$ cat src/rtl/i2c_slave_rw.sv
`timescale 1ns/1ps
// -----------------------------------------------------------------------------
// i2c_slave_rw
//   I2C target endpoint for the SPI/I2C bridge. SCL and SDA are oversampled on
//   rd_clk, which must run at least 16x the SCL frequency. Master-write bytes
//   are pushed into an RX FIFO. Master-read bytes are popped from a TX FIFO,
//   one pop per transmitted byte. Repeated START and STOP are honoured from
//   every state.
//
// Ports
//   rd_clk          system clock
//   rd_rst_n        asynchronous active-low reset
//   i_scl           I2C clock (asynchronous)
//   i_sda_in        I2C data pad input (asynchronous)
//   o_sda_oe        1 = pull SDA low, 0 = release (open drain)
//   i_tx_data       TX FIFO read data, valid TX_RD_LATENCY cycles after pop
//   i_tx_empty      TX FIFO empty
//   o_tx_rd_en      TX FIFO pop strobe (one cycle)
//   o_rx_data       received byte, qualified by o_rx_valid
//   o_rx_valid      RX FIFO push strobe (one cycle)
//   i_rx_full       RX FIFO full; a byte arriving while full is NACKed
//   o_busy          high from an addressed START until the following STOP
//   o_nack_seen     pulse: master NACKed a read byte
//   o_rx_overflow   pulse: write byte NACKed because the RX FIFO was full
//   o_tx_underrun   pulse: UNDERRUN_BYTE substituted for an empty TX FIFO
// -----------------------------------------------------------------------------
module i2c_slave_rw #(
  parameter logic [6:0] MY_ADDR       = 7'h25,
  parameter int         SYNC_STAGES   = 2,
  parameter int         TX_RD_LATENCY = 1,
  parameter logic [7:0] UNDERRUN_BYTE = 8'hFF
) (
  input  logic       rd_clk,
  input  logic       rd_rst_n,
  input  logic       i_scl,
  input  logic       i_sda_in,
  output logic       o_sda_oe,
  input  logic [7:0] i_tx_data,
  input  logic       i_tx_empty,
  output logic       o_tx_rd_en,
  output logic [7:0] o_rx_data,
  output logic       o_rx_valid,
  input  logic       i_rx_full,
  output logic       o_busy,
  output logic       o_nack_seen,
  output logic       o_rx_overflow,
  output logic       o_tx_underrun
);

  // Out-of-range parameters are clamped to the supported range.
  localparam int SS  = (SYNC_STAGES < 2) ? 2 : SYNC_STAGES;
  localparam int LAT = (TX_RD_LATENCY < 1) ? 1 : ((TX_RD_LATENCY > 2) ? 2 : TX_RD_LATENCY);

  localparam logic [2:0] S_IDLE     = 3'd0;
  localparam logic [2:0] S_ADDR     = 3'd1;
  localparam logic [2:0] S_ADDR_ACK = 3'd2;
  localparam logic [2:0] S_WR_DATA  = 3'd3;
  localparam logic [2:0] S_WR_ACK   = 3'd4;
  localparam logic [2:0] S_RD_DATA  = 3'd5;
  localparam logic [2:0] S_RD_ACK   = 3'd6;

  logic [SS-1:0] r_scl_sync;
  logic [SS-1:0] r_sda_sync;
  logic          r_scl_d;
  logic          r_sda_d;

  logic [2:0]    r_state;
  logic [3:0]    r_bit_cnt;
  logic [7:0]    r_shift;
  logic          r_rw;
  logic          r_nack;
  logic [1:0]    r_cap_pipe;

  logic          r_sda_oe;
  logic          r_tx_rd_en;
  logic [7:0]    r_rx_data;
  logic          r_rx_valid;
  logic          r_busy;
  logic          r_nack_seen;
  logic          r_rx_overflow;
  logic          r_tx_underrun;

  logic          w_scl;
  logic          w_sda;
  logic          w_scl_rise;
  logic          w_scl_fall;
  logic          w_start;
  logic          w_stop;
  logic          w_fetch;
  logic          w_capture;

  // Synchronisers idle high (bus released) plus one edge-detect flop each.
  always_ff @(posedge rd_clk or negedge rd_rst_n) begin
    if (!rd_rst_n) begin
      r_scl_sync <= {SS{1'b1}};
      r_sda_sync <= {SS{1'b1}};
      r_scl_d    <= 1'b1;
      r_sda_d    <= 1'b1;
    end else begin
      r_scl_sync <= {r_scl_sync[SS-2:0], i_scl};
      r_sda_sync <= {r_sda_sync[SS-2:0], i_sda_in};
      r_scl_d    <= r_scl_sync[SS-1];
      r_sda_d    <= r_sda_sync[SS-1];
    end
  end

  assign w_scl      = r_scl_sync[SS-1];
  assign w_sda      = r_sda_sync[SS-1];
  assign w_scl_rise = w_scl & ~r_scl_d;
  assign w_scl_fall = ~w_scl & r_scl_d;
  // SCL must be high in both samples, so START/STOP can never coincide with
  // an SCL edge and the bus conditions always win over data actions.
  assign w_start    = w_scl & r_scl_d & r_sda_d & ~w_sda;
  assign w_stop     = w_scl & r_scl_d & ~r_sda_d & w_sda;

  // A byte is fetched on the ACK-bit rising edge: after the address of a read,
  // and after every master ACK of a read byte. A master NACK fetches nothing.
  assign w_fetch    = w_scl_rise &
                      (((r_state == S_ADDR_ACK) & r_rw) |
                       ((r_state == S_RD_ACK) & ~w_sda));
  assign w_capture  = r_cap_pipe[LAT-1];

  // Protocol FSM, shift register, SDA driver and all strobe outputs.
  always_ff @(posedge rd_clk or negedge rd_rst_n) begin
    if (!rd_rst_n) begin
      r_state       <= S_IDLE;
      r_bit_cnt     <= 4'd0;
      r_shift       <= 8'd0;
      r_rw          <= 1'b0;
      r_nack        <= 1'b0;
      r_cap_pipe    <= 2'b00;
      r_sda_oe      <= 1'b0;
      r_tx_rd_en    <= 1'b0;
      r_rx_data     <= 8'd0;
      r_rx_valid    <= 1'b0;
      r_busy        <= 1'b0;
      r_nack_seen   <= 1'b0;
      r_rx_overflow <= 1'b0;
      r_tx_underrun <= 1'b0;
    end else begin
      r_tx_rd_en    <= 1'b0;
      r_rx_valid    <= 1'b0;
      r_nack_seen   <= 1'b0;
      r_rx_overflow <= 1'b0;
      r_tx_underrun <= 1'b0;
      // Delay line from the pop strobe to the cycle where tx data is valid.
      r_cap_pipe    <= {r_cap_pipe[0], r_tx_rd_en};

      if (w_start) begin
        r_state    <= S_ADDR;
        r_bit_cnt  <= 4'd0;
        r_sda_oe   <= 1'b0;
        r_nack     <= 1'b0;
        r_cap_pipe <= 2'b00;
      end else if (w_stop) begin
        r_state    <= S_IDLE;
        r_bit_cnt  <= 4'd0;
        r_sda_oe   <= 1'b0;
        r_busy     <= 1'b0;
        r_nack     <= 1'b0;
        r_cap_pipe <= 2'b00;
      end else begin
        if (w_capture) begin
          r_shift <= i_tx_data;
        end

        if (w_fetch) begin
          if (!i_tx_empty) begin
            r_tx_rd_en <= 1'b1;
          end else begin
            r_shift       <= UNDERRUN_BYTE;
            r_tx_underrun <= 1'b1;
          end
        end

        case (r_state)
          S_IDLE: begin
            r_sda_oe <= 1'b0;
          end

          S_ADDR: begin
            if (w_scl_rise) begin
              r_shift <= {r_shift[6:0], w_sda};
              if (r_bit_cnt != 4'd8) begin
                r_bit_cnt <= r_bit_cnt + 4'd1;
              end
            end else if (w_scl_fall && (r_bit_cnt == 4'd8)) begin
              r_bit_cnt <= 4'd0;
              if (r_shift[7:1] == MY_ADDR) begin
                r_state  <= S_ADDR_ACK;
                r_rw     <= r_shift[0];
                r_sda_oe <= 1'b1;
                r_busy   <= 1'b1;
              end else begin
                // Not for us: stay off the bus until the next START.
                r_state <= S_IDLE;
                r_busy  <= 1'b0;
              end
            end
          end

          S_ADDR_ACK: begin
            if (w_scl_fall) begin
              r_bit_cnt <= 4'd0;
              if (r_rw) begin
                r_state  <= S_RD_DATA;
                r_sda_oe <= ~r_shift[7];
              end else begin
                r_state  <= S_WR_DATA;
                r_sda_oe <= 1'b0;
              end
            end
          end

          S_WR_DATA: begin
            if (w_scl_rise) begin
              r_shift <= {r_shift[6:0], w_sda};
              if (r_bit_cnt != 4'd8) begin
                r_bit_cnt <= r_bit_cnt + 4'd1;
              end
            end else if (w_scl_fall && (r_bit_cnt == 4'd8)) begin
              r_bit_cnt <= 4'd0;
              r_state   <= S_WR_ACK;
              if (!i_rx_full) begin
                r_rx_data  <= r_shift;
                r_rx_valid <= 1'b1;
                r_sda_oe   <= 1'b1;
              end else begin
                r_sda_oe      <= 1'b0;
                r_rx_overflow <= 1'b1;
              end
            end
          end

          S_WR_ACK: begin
            if (w_scl_fall) begin
              r_sda_oe <= 1'b0;
              r_state  <= S_WR_DATA;
            end
          end

          S_RD_DATA: begin
            if (w_scl_fall) begin
              if (r_bit_cnt == 4'd7) begin
                // Last bit done: release so the master can ACK/NACK.
                r_bit_cnt <= 4'd0;
                r_sda_oe  <= 1'b0;
                r_state   <= S_RD_ACK;
              end else begin
                r_bit_cnt <= r_bit_cnt + 4'd1;
                r_shift   <= {r_shift[6:0], 1'b0};
                r_sda_oe  <= ~r_shift[6];
              end
            end
          end

          S_RD_ACK: begin
            if (w_scl_rise) begin
              r_nack      <= w_sda;
              r_nack_seen <= w_sda;
            end else if (w_scl_fall) begin
              r_bit_cnt <= 4'd0;
              if (r_nack) begin
                // Transfer finished by the master; busy holds until STOP.
                r_state  <= S_IDLE;
                r_sda_oe <= 1'b0;
              end else begin
                r_state  <= S_RD_DATA;
                r_sda_oe <= ~r_shift[7];
              end
            end
          end

          default: begin
            r_state   <= S_IDLE;
            r_bit_cnt <= 4'd0;
            r_sda_oe  <= 1'b0;
          end
        endcase
      end
    end
  end

  assign o_sda_oe      = r_sda_oe;
  assign o_tx_rd_en    = r_tx_rd_en;
  assign o_rx_data     = r_rx_data;
  assign o_rx_valid    = r_rx_valid;
  assign o_busy        = r_busy;
  assign o_nack_seen   = r_nack_seen;
  assign o_rx_overflow = r_rx_overflow;
  assign o_tx_underrun = r_tx_underrun;

endmodule

$ cat config.mk
export PLATFORM = sky130hd
export DESIGN_NAME = i2c_slave_rw
export DESIGN_NICKNAME = d
export VERILOG_FILES = /design/src/rtl/i2c_slave_rw.sv
export SDC_FILE = /design/constraint.sdc
export NUM_CORES = 1
export LEC_CHECK = 0
export CAP_MARGIN = 20
export CORE_MARGIN = 2
export CORE_UTILIZATION = 45
export DETAILED_ROUTE_END_ITERATION = 10
export PLACE_DENSITY_LB_ADDON = 0.15
export SLEW_MARGIN = 40
export SYNTH_ARGS = -nofsm -noshare
export SYNTH_HDL_FRONTEND = slang
export SYNTH_SLANG_ARGS = --single-unit
$ cat constraint.sdc
create_clock -name rd_clk -period 1.75 [get_ports rd_clk]
set_input_delay 0.2625 -clock rd_clk [delete_from_list [all_inputs] [get_ports rd_clk]]
set_output_delay 0.2625 -clock rd_clk [all_outputs]
set_load 0.01 [all_outputs]
==> results_dict.tcl <==
set metrics [dict create \
    mappedNetlistArea_um2 2009 \
    ys_ff_latch 39 \
    die-width_um 70.83 \
    initial_core_util_pct 46.47 \
    via_count_normalized_by_instance_count 5.758 \
    timing.reg2reg.worst_path_depth 8 \
    grt_usage_pct 24.68 \
    yosysSeqAreaShare_pct 48.94 \
    drt_drc_violations_left 0 \
    drtAntennaViolNets 0 \
    area_delta_synth_final_pct 59.96 \
    worst_ep_required_time_ns 1.94 \
    cts_max_level 2 \
    clock_sink_count 39 \
    fillerInstances 293 \
    crit_path_max_fanout 9 \
    timing.setup.critical_path_class "flip-flop to flip-flop" \
    synthDominantAreaCellType "dfrtp_1" \
    grt_start_max_net_pins 40 \
    drt_first_iter_violations 110 \
    number_of_slew_limit_violations_in_the_final_report 0 \
    first_global_vias 2015 \
    vias 1906 \
    crit_arrival_ns 2.10 \
    ir_worst_vdd_mv 0.5992 \
    synth.top_cell.area_share_pct 41.10 \
    die_area_um2 5016 \
    cp_cell_sequence "inv_2, ha_4, and3b_2, and2_4, nand4_1, nor2_4, buf_12, mux2_2" \
    path_clk_slew_ns 0.08 \
    fraction_of_layout_cells_with_a_size_suffix_above_1_pct 49.10 \
    startpoint_type "flip-flop" \
    r2r-end "o_rx_data[5]" \
    syn-instance-count 193 \
    post-dp-hpwl_um 3634 \
    maxClockFrequency_ghz 0.5218 \
    max-cap-violations 0 \
    worst_path_largest_cell_delay_ns 0.41 \
    design.core.area_um2 4324 \
    timing.final.setup_violations 24 \
    postSynthNetCount 209 \
    nets 294 \
    synthMostInstantiatedCell "dfrtp_1" \
    p_leak_nw 1.401 \
    skew_ns 0.01363 \
    antenna_cells_inserted 0 \
    synthesis.area_per_instance_um2 10.41 \
    final_critical_path_setup_slack_ns -0.1664 \
    worstMarginPinSlew_ns 0.4797 \
    tritoncts_clock_tree "yes" \
    violations "setup timing" \
    final.setup.tns_ns -2.477 \
    min_period_over_period_pct 109.5 \
    count_of_buffers_inserted_at_the_top_level_ports 28 \
    worst-r2r-setup-slack_ns -0.17 \
    synth_enable_flop_cells 0 \
    synth_cell_types 47 \
    floorplan.io_pins 29 \
    placement_rows 24 \
    critPathTopFamily "simple AND/OR/NAND/NOR gates" \
    crit_path_end_kind "flip-flop" \
    die-height_um 70.83 \
    number_of_antenna_violations_at_the_first_check_in_global_routing 0 \
    ys_top_cells_by_count "dfrtp_1, nor2_1, a21oi_1" \
    critical_path.n_buffers_inverters 2 \
    crit_start "r_bit_cnt[1]" \
    hold_path.startpoint "r_scl_sync[0]" \
    worst_skew_pair.late_latency_ns 0.30 \
    routabilityCongestion 0.8505 \
    finalHoldViolations 0 \
    clockRootBuffer "clkbuf_8" \
    reg2reg_from "r_bit_cnt[1]" \
    synth.yosys.warnings 0 \
    rsz0062_at_grt "true" \
    route.final.wire_length_um 6153 \
    grt_remaining_overflow 0 \
    synth.top_cells.by_area "dfrtp_1, dfstp_2, mux2_2, nor2_1, mux2i_1" \
    critical-path-slowest-cell "dfrtp_1" \
    finalCriticalPeriod_ns 1.916 \
    global_route_wire_length_before_repair_um 9653 \
    relative_slew_margins_pct 68.02 \
    holdPathStages 0 \
    outcome "finished, violations left" \
    ffs_w_async_s_r_synth_pct 100.0 \
    holdCritPathClass "flip-flop to flip-flop" \
    numCtsBuffers 5 \
    hold_end "r_scl_sync[1]" \
    post-route-util_pct 74.33 \
    ctsLongestPathBuffers 2 \
    power.density_cell_area_nw_per_um2 743.7 \
    dominantRegCellSynth "dfrtp_1" \
    wl_per_cell_um 18.59 \
    drt_first_pass_iters 4 \
]
area by class of cell:
class | count | area (um2) | area share, %
flip-flops and latches | 39 | 985.9 | 30.67
well taps | 52 | 65.06 | 2.024
inverters | 4 | 15.01 | 0.4671
multi-input cells | 141 | 1222 | 38.03
clock buffers | 5 | 68.82 | 2.141
repair buffers | 87 | 813.3 | 25.30
clock inverters | 3 | 43.79 | 1.362
cell usage in the layout, fill, tap and decap left out, drive strengths merged, types with 4 or more instances in the layout:
cell type / Yosys / layout
a21oi: 13 / 13
a311oi: 8 / 8
and3: 5 / 5
buf: 6 / 59
clkbuf: 3 / 5
clkdlybuf4s50: 0 / 27
dfrtp: 33 / 33
dfstp: 6 / 6
inv: 4 / 4
mux2: 12 / 12
mux2i: 8 / 8
nand2: 7 / 7
nand2b: 4 / 4
nand3: 5 / 5
nor2: 28 / 28
nor3: 4 / 4
o21ai: 9 / 9
stage by stage:
step	cell area (um2)	setup slack, ns	power, W	cells	hold WS (ns)
2_1_floorplan	2036	-0.05863	0.001265	193	-0.03309
3_3_place_gp	2614	-0.08441	0.001460	299	0.2446
3_5_place_dp	2614	-0.1370	0.001473	299	0.2429
4_1_cts	3017	-0.09252	0.002340	323	0.3590
5_1_grt	3214	-0.2465	0.002487	331	0.3615
6_report	3214	-0.1664	0.002391	331	0.3571
cell families (layout without fill, tap and decap cells):
logic type	count (synthesis)	count (layout)	share of synthesized area, %
buffers and inverters	13	99	3.860
DFF	39	39	48.94
muxes	20	20	10.71
AOI/OAI and AO/OA	42	42	14.07
adders and majority gates	2	2	1.245
and+or+nand+nor	75	75	20.30
xor gates and xnor gates	2	2	0.8719
state kept, by name, indices dropped and copies added, names as in the netlist, 2 cells and up:
signal / flops
r_state: 3
r_shift: 8
r_scl_sync: 2
r_sda_sync: 2
r_bit_cnt: 4
o_rx_data: 8
where the power goes:
part	switching (W)	total (W)	leakage (nW)	internal (W)
clock network	0.000352	0.000777	0.0581	0.000425
logic	0.000246	0.000542	0.855	0.000295
registers	0.0000873	0.00107	0.488	0.000984
metal layers:
metal / vias to the layer above / wire length (um) / part of all wire [%] / track usage, %
met1: 943 / 2539 / 41 / 30.96
met5: - / 0 / 0 / 0
met2: 74 / 3145 / 51 / 42.26
met4: 0 / 142 / 2.3 / 8.595
li1: 870 / - / - / -
met3: 19 / 326 / 5.3 / 5.271
worst max-delay path by stage:
stage / slack (ns) / cells after the start / endpoint
after floorplan: -0.06 / 7 / r_shift[1]
after global placement: -0.08 / 7 / r_shift[3]
after detailed placement: -0.14 / 5 / r_bit_cnt[1]
after CTS: -0.09 / 8 / o_rx_data[7]
after global routing: -0.25 / 8 / o_rx_data[5]
final: -0.17 / 8 / o_rx_data[5]
worst register-to-register path, delay by kind of cell (launching register included):
family                   cells  cell delay, ns
adder cells (fa/ha/maj)      1            0.12
buffers and inverters        2            0.24
flip-flops                   1            0.41
multiplexers                 1            0.33
AND/OR/NAND/NOR              4            0.72
timing repair:
action | in CTS | in global routing
gates cloned | 1 | 0
buffers inserted | 14 | 10
hold endpoints to repair | 33 | 0
setup endpoints to repair | 23 | 26
hold buffers | 1 | 0
pin swaps | 5 | 7
resized for setup | 32 | 33
Note: power is estimated with default switching activity, not from simulation.
